[src/rtl/regfile_arbiter.sv]
// Shares the register-file write port and rs2 read port between the core and a debug port,
// and zero-clears x1..x(2^N-1) after reset or on clear_req. Optional macro: REGFILE_ARB_STARVE_EN.
module regfile_arbiter #(
    parameter int W          = 32,
    parameter int N          = 5,
    parameter int STARVE_LIM = 8
) (
    input  logic         clk,
    input  logic         rst_n,
    input  logic         clear_req,
    input  logic         core_we,
    input  logic [N-1:0] core_rd,
    input  logic [W-1:0] core_data,
    input  logic [N-1:0] core_rs2,
    output logic         core_stall,
    input  logic         dbg_req,
    input  logic         dbg_wr,
    input  logic [N-1:0] dbg_addr,
    input  logic [W-1:0] dbg_wdata,
    output logic         dbg_gnt,
    output logic         dbg_rvalid,
    output logic [W-1:0] dbg_rdata,
    output logic         rf_we,
    output logic [N-1:0] rf_rd,
    output logic [W-1:0] rf_wdata,
    output logic [N-1:0] rf_rs2,
    input  logic [W-1:0] rf_data_rs2,
    output logic         busy
);
    typedef enum logic {S_CLEAR = 1'b0, S_IDLE = 1'b1} state_e;

    localparam logic [N-1:0] PTR_FIRST = N'(1);
    localparam logic [N-1:0] PTR_LAST  = '1;

    state_e       state_q, state_d;
    logic [N-1:0] clr_ptr_q, clr_ptr_d;
    logic         dbg_rvalid_q, dbg_rvalid_d;
    logic [W-1:0] dbg_rdata_q, dbg_rdata_d;
    logic         dbg_rd_req, dbg_wr_req, free_slot, starve;

    assign dbg_rd_req = dbg_req & ~dbg_wr;
    assign dbg_wr_req = dbg_req & dbg_wr;
    // a core writeback to x0 leaves the write port effectively unused
    assign free_slot  = ~core_we | (core_rd == '0);

`ifdef REGFILE_ARB_STARVE_EN
    localparam int            CW  = $clog2(STARVE_LIM + 1);
    localparam logic [CW-1:0] LIM = CW'(STARVE_LIM);

    logic [CW-1:0] wait_cnt_q, wait_cnt_d;

    assign starve = dbg_wr_req & (wait_cnt_q == LIM);

    always_comb begin
        wait_cnt_d = wait_cnt_q;
        if (!dbg_req || dbg_gnt)
            wait_cnt_d = '0;
        else if (state_q == S_IDLE && wait_cnt_q != LIM)
            wait_cnt_d = wait_cnt_q + CW'(1);
    end

    always_ff @(posedge clk or negedge rst_n) begin
        if (!rst_n) wait_cnt_q <= '0;
        else        wait_cnt_q <= wait_cnt_d;
    end
`else
    assign starve = 1'b0;
`endif

    always_ff @(posedge clk or negedge rst_n) begin
        if (!rst_n) begin
            state_q      <= S_CLEAR;
            clr_ptr_q    <= PTR_FIRST;
            dbg_rvalid_q <= 1'b0;
            dbg_rdata_q  <= '0;
        end else begin
            state_q      <= state_d;
            clr_ptr_q    <= clr_ptr_d;
            dbg_rvalid_q <= dbg_rvalid_d;
            dbg_rdata_q  <= dbg_rdata_d;
        end
    end

    always_comb begin
        state_d      = state_q;
        clr_ptr_d    = clr_ptr_q;
        dbg_rvalid_d = 1'b0;
        dbg_rdata_d  = dbg_rdata_q;
        case (state_q)
            S_CLEAR: begin
                if (clr_ptr_q == PTR_LAST) begin
                    state_d   = S_IDLE;
                    clr_ptr_d = PTR_FIRST;
                end else begin
                    clr_ptr_d = clr_ptr_q + N'(1);
                end
            end
            default: begin
                if (clear_req) state_d = S_CLEAR;
                if (dbg_rd_req) begin
                    dbg_rvalid_d = 1'b1;
                    dbg_rdata_d  = (dbg_addr == '0) ? '0 : rf_data_rs2;
                end
            end
        endcase
    end

    always_comb begin
        rf_we      = core_we;
        rf_rd      = core_rd;
        rf_wdata   = core_data;
        rf_rs2     = core_rs2;
        core_stall = 1'b0;
        busy       = 1'b0;
        dbg_gnt    = 1'b0;
        if (state_q == S_CLEAR) begin
            rf_we      = 1'b1;
            rf_rd      = clr_ptr_q;
            rf_wdata   = '0;
            core_stall = 1'b1;
            busy       = 1'b1;
        end else if (dbg_rd_req) begin
            dbg_gnt    = 1'b1;
            core_stall = 1'b1;
            rf_rs2     = dbg_addr;
            rf_we      = 1'b0;
        end else if (dbg_wr_req && (free_slot || starve)) begin
            // a forced grant drops the core write; the stalled core replays it
            dbg_gnt    = 1'b1;
            core_stall = starve;
            rf_we      = 1'b1;
            rf_rd      = dbg_addr;
            rf_wdata   = dbg_wdata;
        end
    end

    assign dbg_rvalid = dbg_rvalid_q;
    assign dbg_rdata  = dbg_rdata_q;

endmodule

[config.mk]
export PLATFORM = sky130hd
export DESIGN_NAME = regfile_arbiter
export DESIGN_NICKNAME = d
export VERILOG_FILES = /design/src/rtl/regfile_arbiter.sv
export SDC_FILE = /design/constraint.sdc
export NUM_CORES = 1
export LEC_CHECK = 0
export BUFFER_PORTS_ARGS = -buffer_cell sky130_fd_sc_hd__clkbuf_2
export CELL_PAD_IN_SITES_DETAIL_PLACEMENT = 1
export CELL_PAD_IN_SITES_GLOBAL_PLACEMENT = 1
export CORE_MARGIN = 2
export CORE_UTILIZATION = 24
export CTS_CLUSTER_SIZE = 8
export DETAILED_ROUTE_END_ITERATION = 7
export PLACE_DENSITY_LB_ADDON = 0.1
export SLEW_MARGIN = 20
export SYNTH_ARGS = -nofsm -noshare
export SYNTH_HDL_FRONTEND = slang
export SYNTH_SLANG_ARGS = --single-unit
[constraint.sdc]
create_clock -name clk -period 1.32 [get_ports clk]
set_input_delay 0.066 -clock clk [delete_from_list [all_inputs] [get_ports clk]]
set_output_delay 0.066 -clock clk [all_outputs]
set_load 0.05 [all_outputs]
==> impl_metrics.prom, run 1 <==
# TYPE chip_impl_metric gauge
chip_impl_metric{name="detailed_place_hpwl",unit="um"} 7980
chip_impl_info{name="worst_setup_path_start_kind",value="primary input"} 1
chip_impl_metric{name="total_inserted_antenna_cells",unit=""} 0
chip_impl_metric{name="design.final.nets",unit=""} 699
chip_impl_info{name="rsz0062_at_grt",value="yes"} 1
chip_impl_metric{name="yosys.area_share.xor_xnor",unit="%"} 0
chip_impl_info{name="run_status",value="finished with violations"} 1
chip_impl_info{name="synth_area_leader_cell",value="sky130_fd_sc_hd__dfrtp_1"} 1
chip_impl_metric{name="area_growth",unit="%"} 134
chip_impl_metric{name="timing.critical_path.required",unit="ns"} 1.25
chip_impl_metric{name="initial_utilization",unit="%"} 24.3
chip_impl_metric{name="cts_htree_levels",unit=""} 2
chip_impl_metric{name="io_pins",unit=""} 196
chip_impl_metric{name="postRouteAntennaNets",unit=""} 0
chip_impl_metric{name="ctsLongestPathBuffers",unit=""} 2
chip_impl_metric{name="fmaxAchievable",unit="MHz"} 574
chip_impl_metric{name="num_rows",unit=""} 37
chip_impl_metric{name="synth.avg_cell_area",unit="um^2"} 7.84
chip_impl_metric{name="synth.distinct_cells",unit=""} 32
chip_impl_metric{name="reg2reg_depth",unit=""} 7
chip_impl_metric{name="timing.critical_path.arrival",unit="ns"} 1.68
chip_impl_info{name="violations",value="setup timing"} 1
chip_impl_metric{name="synth.yosys.seq_area_share",unit="%"} 39.4
chip_impl_metric{name="synth_simple_gate_area_share",unit="%"} 26.5
chip_impl_info{name="top_routing_layer_in_use",value="met4"} 1
chip_impl_metric{name="mappedNetlistNets",unit=""} 435
chip_impl_metric{name="synthesized_area_fraction_occupied_by_adder_cells",unit="%"} 1.01
chip_impl_metric{name="route.met2.wl",unit="um"} 6270
chip_impl_metric{name="post_route_cells_drive_above_1_share",unit="%"} 62.0
chip_impl_info{name="path_class",value="in -> out"} 1
chip_impl_metric{name="clock_sinks",unit=""} 39
chip_impl_metric{name="vdd.ir_drop.worst",unit="uV"} 1190
chip_impl_metric{name="route.vias.total",unit=""} 3304
chip_impl_info{name="cts.root.buffer_cell",value="sky130_fd_sc_hd__clkbuf_8"} 1
chip_impl_metric{name="cts_made_buffers",unit=""} 5
chip_impl_metric{name="r2r_setup_slack",unit="ns"} -0.09
chip_impl_metric{name="p_total",unit="W"} 0.0115
chip_impl_metric{name="least_setup_slack_across_all_paths_after_layout",unit="ns"} -0.421
chip_impl_metric{name="postRouteWirelength",unit="um"} 11600
chip_impl_metric{name="die-area",unit="um^2"} 11200
chip_impl_metric{name="fin_skew",unit="ns"} 0.0150
chip_impl_metric{name="dr.first_iter.drc_count",unit=""} 102
chip_impl_info{name="timing.hold.worst.class",value="in -> async"} 1
chip_impl_metric{name="power-per-cell-area",unit="nW/um^2"} 1980
chip_impl_metric{name="finish.instance_area",unit="um^2"} 5800
chip_impl_metric{name="synth_area_in_compound_gates",unit="%"} 12.2
chip_impl_metric{name="hold_violations",unit=""} 0
chip_impl_metric{name="grt_max_degree",unit=""} 49
chip_impl_metric{name="post_synth_instance_area",unit="um^2"} 2480
chip_impl_metric{name="slew_headroom",unit="%"} 76.3
chip_impl_metric{name="portBuffers",unit=""} 195
chip_impl_metric{name="first_global_vias",unit=""} 3581
chip_impl_metric{name="final_cell_count_no_fill",unit=""} 717
chip_impl_metric{name="detail_route.drc_violations",unit=""} 0
chip_impl_metric{name="die-height",unit="um"} 106
chip_impl_metric{name="gr-usage-all-layers",unit="%"} 20.1
chip_impl_info{name="synth.area.top_cells",value="sky130_fd_sc_hd__dfrtp_1 38%, sky130_fd_sc_hd__nand2_1 22%, sky130_fd_sc_hd__mux2i_1 13%, sky130_fd_sc_hd__o21ai_0 7.1%, sky130_fd_sc_hd__buf_12 2.4%"} 1
chip_impl_metric{name="cap_violations",unit=""} 0
chip_impl_metric{name="post-route-min-period",unit="ns"} 1.74
chip_impl_metric{name="wirelength_met1",unit="um"} 4450
chip_impl_info{name="synth_top_family_by_area",value="simple AND/OR/NAND/NOR gates"} 1
chip_impl_metric{name="count_of_flip_flops_with_a_built_in_enable_after_synthesis",unit=""} 0
chip_impl_metric{name="max_slew_vio_count",unit=""} 0
chip_impl_metric{name="synth_async_sr_flop_share",unit="%"} 100
chip_impl_metric{name="wire_per_inst",unit="um"} 16.1
chip_impl_info{name="synth.top_cells.by_count",value="146 x sky130_fd_sc_hd__nand2_1, 38 x sky130_fd_sc_hd__dfrtp_1, 35 x sky130_fd_sc_hd__o21ai_0"} 1
chip_impl_metric{name="finalSetupViolations",unit=""} 80
chip_impl_info{name="tritoncts",value="built"} 1
chip_impl_metric{name="ys_warn_count",unit=""} 0
chip_impl_metric{name="placed_area",unit="um^2"} 4460
chip_impl_metric{name="grt_first_pass_wirelength",unit="um"} 18000
chip_impl_metric{name="worst_skew_pair_latency",unit="ns"} 0.29
chip_impl_metric{name="number_of_synthesized_register_bits",unit=""} 39
chip_impl_metric{name="worst_pin_slew",unit="ns"} 0.352
chip_impl_metric{name="crit_path_max_fo",unit=""} 6
chip_impl_metric{name="power.static_leakage",unit="nW"} 2.67
chip_impl_info{name="dominantRegCellSynth",value="sky130_fd_sc_hd__dfrtp_1"} 1
chip_impl_info{name="timing.critical_path.to_type",value="output pin"} 1
chip_impl_metric{name="final_cycle_utilization_of_the_critical_path",unit="%"} 132
chip_impl_metric{name="syn-instance-count",unit=""} 316
chip_impl_metric{name="route.detailed.vias_per_inst",unit=""} 4.61
chip_impl_info{name="synth.most_common_cell",value="sky130_fd_sc_hd__nand2_1"} 1
chip_impl_metric{name="place_congestion",unit=""} 0.749
chip_impl_metric{name="post_placement_cell_count",unit=""} 660
chip_impl_metric{name="met3_wirelength",unit="um"} 710
chip_impl_metric{name="dieWidth",unit="um"} 106
chip_impl_metric{name="synth.area.mux_share",unit="%"} 14.2
chip_impl_metric{name="grt_antenna_before_repair",unit=""} 0
chip_impl_metric{name="synth_top_area_share",unit="%"} 38.4
chip_impl_metric{name="firstDrtPassIters",unit=""} 4
chip_impl_metric{name="global_route.overflow_total",unit=""} 0
chip_impl_metric{name="core-area",unit="um^2"} 10200
chip_impl_metric{name="post_cts_clock_slew_at_the_launch_and_capture_registers_of_the_worst_setup_and_hold_paths",unit="ns"} 0.09
==> report_power, final <==
| group | leakage (nW) | total [W] | switching, W | internal [W] |
|---|---|---|---|---|
| Combinational | 2.13 | 0.00846 | 0.00531 | 0.00315 |
| Sequential | 0.486 | 0.00215 | 0.000369 | 0.00178 |
| Clock | 0.0516 | 0.000885 | 0.000457 | 0.000428 |
==> kinds of logic after synthesis <==
family	count (synthesis)
compound gates	50
fa+ha+maj	2
buf+inv	27
flops	39
mux	35
simple gates	163
==> layer usage <==
layer / vias to the layer above / GRT usage [%]
li1: 1579 / -
met1: 1597 / 22.5
met2: 118 / 38.5
met3: 10 / 4.51
met4: 0 / 4.32
met5: - / 0
==> metrics by stage <==
| step | worst slack (ns) | hold slack, ns | utilization, % | setup TNS [ns] |
|---|---|---|---|---|
| 3_5_place_dp | -0.572 | -0.00486 | 43.8 | -21.81 |
| 2_1_floorplan | -0.272 | -0.230 | - | -9.47 |
| 4_1_cts | -0.437 | 0.212 | 54.9 | -19.43 |
| 3_3_place_gp | -0.529 | -0.00516 | 43.8 | -19.41 |
| 6_report | -0.421 | 0.206 | 56.9 | -16.99 |
| 5_1_grt | -0.464 | 0.221 | 56.9 | -23.17 |
==> cell usage in the layout, fill, tap and decap left out, types with 2 or more instances in the layout <==
cell type                         n
sky130_fd_sc_hd__and3_4           2
sky130_fd_sc_hd__buf_4           24
sky130_fd_sc_hd__nand2_4         14
sky130_fd_sc_hd__nand3b_1         2
sky130_fd_sc_hd__o21ai_2         14
sky130_fd_sc_hd__ha_4             2
sky130_fd_sc_hd__clkbuf_16        2
sky130_fd_sc_hd__clkbuf_2       148
sky130_fd_sc_hd__mux2_2           2
sky130_fd_sc_hd__and2_4           3
sky130_fd_sc_hd__dlygate4sd3_1   34
sky130_fd_sc_hd__nand2_1        113
sky130_fd_sc_hd__a31o_2           3
sky130_fd_sc_hd__o21ai_1         22
sky130_fd_sc_hd__buf_12          23
sky130_fd_sc_hd__buf_6            9
sky130_fd_sc_hd__dfrtp_1         37
sky130_fd_sc_hd__buf_8           40
sky130_fd_sc_hd__clkbuf_8         6
sky130_fd_sc_hd__nand2_2         19
sky130_fd_sc_hd__inv_2            2
sky130_fd_sc_hd__a22o_1           4
sky130_fd_sc_hd__mux2i_4         32
==> state kept, by name (all words and copies together) (netlist names) <==
name / flops
dbg_rdata: 32
clr_ptr_q: 5
dbg_rvalid: 1
state_q: 1
==> critical path: stages <==
cell,delay (ns)
sky130_fd_sc_hd__buf_6,0.09
sky130_fd_sc_hd__or3_4,0.40
sky130_fd_sc_hd__o41ai_4,0.22
sky130_fd_sc_hd__buf_6,0.18
sky130_fd_sc_hd__buf_12,0.13
sky130_fd_sc_hd__buf_12,0.15
sky130_fd_sc_hd__mux2i_4,0.27
sky130_fd_sc_hd__buf_12,0.16
==> cell type report <==
class                      instances  area [um^2]
clock buffer                       6         82.6
clock inverter                     2         13.8
fill                            1157         4390
inverter                           3         11.3
multi-input combinational        250         2040
sequential                        39          978
tap                              136          170
timing repair buffer             281         2500
==> path summary, 6_finish.rpt <==
check / endpoint / start
max in group asynchronous: clr_ptr_q[0] / rst_n
setup reg to reg: dbg_rdata[28] / state_q
setup / recovery: rf_wdata[31] / core_rd[0]
hold reg to reg: dbg_rdata[8] / dbg_rdata[8]
min in group clk: dbg_rdata[30] / dbg_addr[3]
hold / removal: dbg_rdata[24] / rst_n
==> timing repair <==
action | 4_1_cts | 5_1_grt
resized for setup | 147 | 97
setup endpoints to repair | 81 | 83
hold buffers | 34 | 0
pin swaps | 20 | 24
endpoints found under the hold margin | 64 | 0
gates cloned | 4 | 1
buffers inserted | 14 | 4
(Power assumes the default switching activity.)
==> inputs of run 2 (changes only) <==
--- a/config.mk
+++ b/config.mk
@@ -9,7 +9,7 @@
 export CELL_PAD_IN_SITES_DETAIL_PLACEMENT = 1
 export CELL_PAD_IN_SITES_GLOBAL_PLACEMENT = 1
 export CORE_MARGIN = 2
-export CORE_UTILIZATION = 24
+export CORE_UTILIZATION = 28
 export CTS_CLUSTER_SIZE = 8
 export DETAILED_ROUTE_END_ITERATION = 7
 export PLACE_DENSITY_LB_ADDON = 0.1
==> constraint.sdc (replaced) <==
create_clock -name clk -period 2.2 [get_ports clk]
set_input_delay 0.11 -clock clk [delete_from_list [all_inputs] [get_ports clk]]
set_output_delay 0.11 -clock clk [all_outputs]
set_load 0.05 [all_outputs]
==> run 2 against run 1 <==
The flow now finishes without violations. Final area decreased by 37%. Worst setup slack improved by 0.64 ns. Final cell count decreased by 15%. Clock-buffer cell count unchanged. Sequential share of layout area increased by 9.7 points. Via count decreased by 13%. Sequential power decreased by 39%. Utilization decreased by 14 points. Combinational power decreased by 58%. Register-to-register slack improved by 0.62 ns. Wire length decreased by 27%. Global-route usage decreased by 3.1 points. Critical path type unchanged. Critical endpoint is now rf_wdata[8]. Largest cell class is now multi-input gates.
==> impl_metrics.prom, run 2 (synthesized netlist as in run 1, its figures left out) <==
# TYPE chip_impl_metric gauge
chip_impl_metric{name="finish.instance_area",unit="um^2"} 3680
chip_impl_info{name="path_class",value="in -> out"} 1
chip_impl_metric{name="cts_made_buffers",unit=""} 5
chip_impl_metric{name="worst_skew_pair_latency",unit="ns"} 0.28
chip_impl_metric{name="max_stage_delay",unit="ns"} 0.39
chip_impl_metric{name="initial_utilization",unit="%"} 28.7
chip_impl_metric{name="placed_area",unit="um^2"} 3570
chip_impl_metric{name="portBuffers",unit=""} 195
chip_impl_metric{name="die-area",unit="um^2"} 9620
chip_impl_info{name="crit_path_cell_trace",value="clkbuf_2, or3_4, o41ai_4, buf_12, mux2i_1, buf_12"} 1
chip_impl_metric{name="grt_max_degree",unit=""} 53
chip_impl_info{name="cts.root.buffer_cell",value="sky130_fd_sc_hd__clkbuf_8"} 1
chip_impl_metric{name="wire_per_inst",unit="um"} 13.8
chip_impl_metric{name="postRouteAntennaNets",unit=""} 0
chip_impl_metric{name="grt_first_pass_wirelength",unit="um"} 13700
chip_impl_info{name="min_delay_src",value="rf_data_rs2[18]"} 1
chip_impl_info{name="worst_setup_path_start_kind",value="primary input"} 1
chip_impl_metric{name="finalSetupViolations",unit=""} 0
chip_impl_metric{name="cap_violations",unit=""} 0
chip_impl_metric{name="post-route-min-period",unit="ns"} 1.98
chip_impl_metric{name="max_slew_vio_count",unit=""} 0
chip_impl_metric{name="timing.critical_path.arrival",unit="ns"} 1.87
chip_impl_metric{name="detail_route.drc_violations",unit=""} 0
chip_impl_info{name="tritoncts",value="built"} 1
chip_impl_metric{name="first_global_vias",unit=""} 2901
chip_impl_metric{name="num_rows",unit=""} 34
chip_impl_metric{name="post_cts_resize_count",unit=""} 0
chip_impl_metric{name="route.vias.total",unit=""} 2861
chip_impl_info{name="layout.cells.most_common_list",value="192 x sky130_fd_sc_hd__clkbuf_2, 146 x sky130_fd_sc_hd__nand2_1, 37 x sky130_fd_sc_hd__dfrtp_1"} 1
chip_impl_metric{name="fin_setup_tns",unit="ns"} 0
chip_impl_metric{name="vdd.ir_drop.worst",unit="uV"} 610
chip_impl_metric{name="finish.utilization",unit="%"} 42.6
chip_impl_metric{name="slew_headroom",unit="%"} 67.8
chip_impl_metric{name="crit_path_max_fo",unit=""} 33
chip_impl_metric{name="hold_violations",unit=""} 0
chip_impl_info{name="most_prevalent_standard_cell_on_the_critical_path",value="sky130_fd_sc_hd__buf_12"} 1
chip_impl_metric{name="design.final.nets",unit=""} 622
chip_impl_info{name="run_status",value="completed"} 1
chip_impl_metric{name="total_inserted_antenna_cells",unit=""} 0
chip_impl_metric{name="final_cycle_utilization_of_the_critical_path",unit="%"} 89.9
chip_impl_metric{name="grt_antenna_before_repair",unit=""} 0
chip_impl_metric{name="timing.critical_path.required",unit="ns"} 2.09
chip_impl_metric{name="firstDrtPassIters",unit=""} 4
chip_impl_metric{name="dieWidth",unit="um"} 98.1
chip_impl_metric{name="core-area",unit="um^2"} 8640
chip_impl_metric{name="gr-usage-all-layers",unit="%"} 17.0
chip_impl_metric{name="area_growth",unit="%"} 48.4
chip_impl_info{name="rsz0062_at_grt",value="no"} 1
chip_impl_metric{name="detailed_place_hpwl",unit="um"} 6760
chip_impl_metric{name="power-per-cell-area",unit="nW/um^2"} 1450
chip_impl_info{name="timing.hold.worst.class",value="in -> reg"} 1
chip_impl_metric{name="fmaxAchievable",unit="MHz"} 505
chip_impl_info{name="r2r-start",value="clr_ptr_q[1]"} 1
chip_impl_info{name="layout_commonest_cell",value="sky130_fd_sc_hd__clkbuf_2"} 1
chip_impl_metric{name="post_route_cells_drive_above_1_share",unit="%"} 44.0
chip_impl_metric{name="die-height",unit="um"} 98.1
chip_impl_metric{name="clock_sinks",unit=""} 39
chip_impl_metric{name="dr.first_iter.drc_count",unit=""} 63
chip_impl_metric{name="ctsLongestPathBuffers",unit=""} 2
chip_impl_metric{name="power.static_leakage",unit="nW"} 1.92
chip_impl_metric{name="postRouteWirelength",unit="um"} 8460
chip_impl_metric{name="fin_skew",unit="ns"} 0.00587
chip_impl_metric{name="place_congestion",unit=""} 0.825
chip_impl_info{name="timing.critical_path.slowest_stage_cell",value="sky130_fd_sc_hd__or3_4"} 1
chip_impl_info{name="timing.critical_path.to_type",value="output pin"} 1
chip_impl_metric{name="largest_register_ff_count",unit=""} 32
chip_impl_metric{name="global_route.overflow_total",unit=""} 0
chip_impl_metric{name="cts_htree_levels",unit=""} 2
chip_impl_metric{name="post_cts_clock_slew_at_the_launch_and_capture_registers_of_the_worst_setup_and_hold_paths",unit="ns"} 0.08
chip_impl_metric{name="worst_pin_slew",unit="ns"} 0.483
chip_impl_info{name="startpoint",value="core_rd[0]"} 1
chip_impl_metric{name="route.detailed.vias_per_inst",unit=""} 4.67
chip_impl_metric{name="io_pins",unit=""} 196
run 2: cell count changes in the layout (fill, tap and decap cells not counted), moves of 14 or more:
cell                            before  now
sky130_fd_sc_hd__dlygate4sd3_1      34    2
sky130_fd_sc_hd__mux2i_4            32    0
sky130_fd_sc_hd__o21ai_2            14    0
sky130_fd_sc_hd__o21ai_1            22    2
sky130_fd_sc_hd__buf_8              40    0
sky130_fd_sc_hd__clkbuf_2          148  192
sky130_fd_sc_hd__nand2_2            19    0
sky130_fd_sc_hd__mux2i_1             1   33
sky130_fd_sc_hd__buf_4              24    5
sky130_fd_sc_hd__nand2_4            14    0
sky130_fd_sc_hd__nand2_1           113  146
sky130_fd_sc_hd__buf_12             23    5
sky130_fd_sc_hd__o21ai_0             0   35
run 2: layer usage:
| metal | track usage, % | wire length, um |
|---|---|---|
| met1 | 20.7 | 3440 |
| met2 | 30.2 | 4210 |
| met3 | 4.65 | 727 |
| met4 | 3.31 | 89 |
| met5 | 0 | 0 |
run 2: repair_timing:
action | in CTS | in global routing
hold buffers | 2 | 0
endpoints found under the hold margin | 18 | 0
buffers inserted | 0 | 0
run 2: worst paths after layout:
path / end / slack (ns) / depth (start not counted)
worst max-delay path: rf_wdata[8] / 0.22 / 6
worst max register to register: clr_ptr_q[3] / 0.53 / 6
worst min-delay path: dbg_rdata[18] / 0.03 / 3
min in group asynchronous: dbg_rdata[1] / 0.32 / 2
max in group asynchronous: dbg_rdata[15] / 1.22 / 3
worst min register to register: dbg_rdata[29] / 0.48 / 2
run 2: through the flow:
step / setup WS, ns / std cells / hold WS, ns / total power (W)
after CTS: 0.200 / 612 / 0.0205 / 0.00542
after detailed placement: 0.201 / 602 / 0.0993 / 0.00493
after floorplan: 0.170 / 316 / -0.186 / 0.00398
after global placement: 0.249 / 602 / 0.0956 / 0.00486
after global routing: 0.120 / 612 / 0.0374 / 0.00570
final: 0.222 / 612 / 0.0283 / 0.00535
run 2: final cells by class:
class                      count  area [um^2]
multi-input combinational    250         1350
fill                        1157         4960
timing repair buffer         204         1120
clock inverter                 2         12.5
inverter                       3         11.3
tap                          108          135
clock buffer                   6         72.6
sequential                    39          978
run 2: critical path, delay by kind of cell:
kind / cells / cell delay [ns]
multiplexers: 1 / 0.38
buffers and inverters: 3 / 0.57
AND/OR/NAND/NOR: 1 / 0.39
AO/OA/AOI/OAI: 1 / 0.39
run 2: power by group:
group / switching, W / leakage [nW] / internal, W / total [W]
registers: 0.000237 / 0.486 / 0.00107 / 0.00131
logic: 0.00268 / 1.39 / 0.000886 / 0.00357
clock network: 0.000253 / 0.0412 / 0.000222 / 0.000475
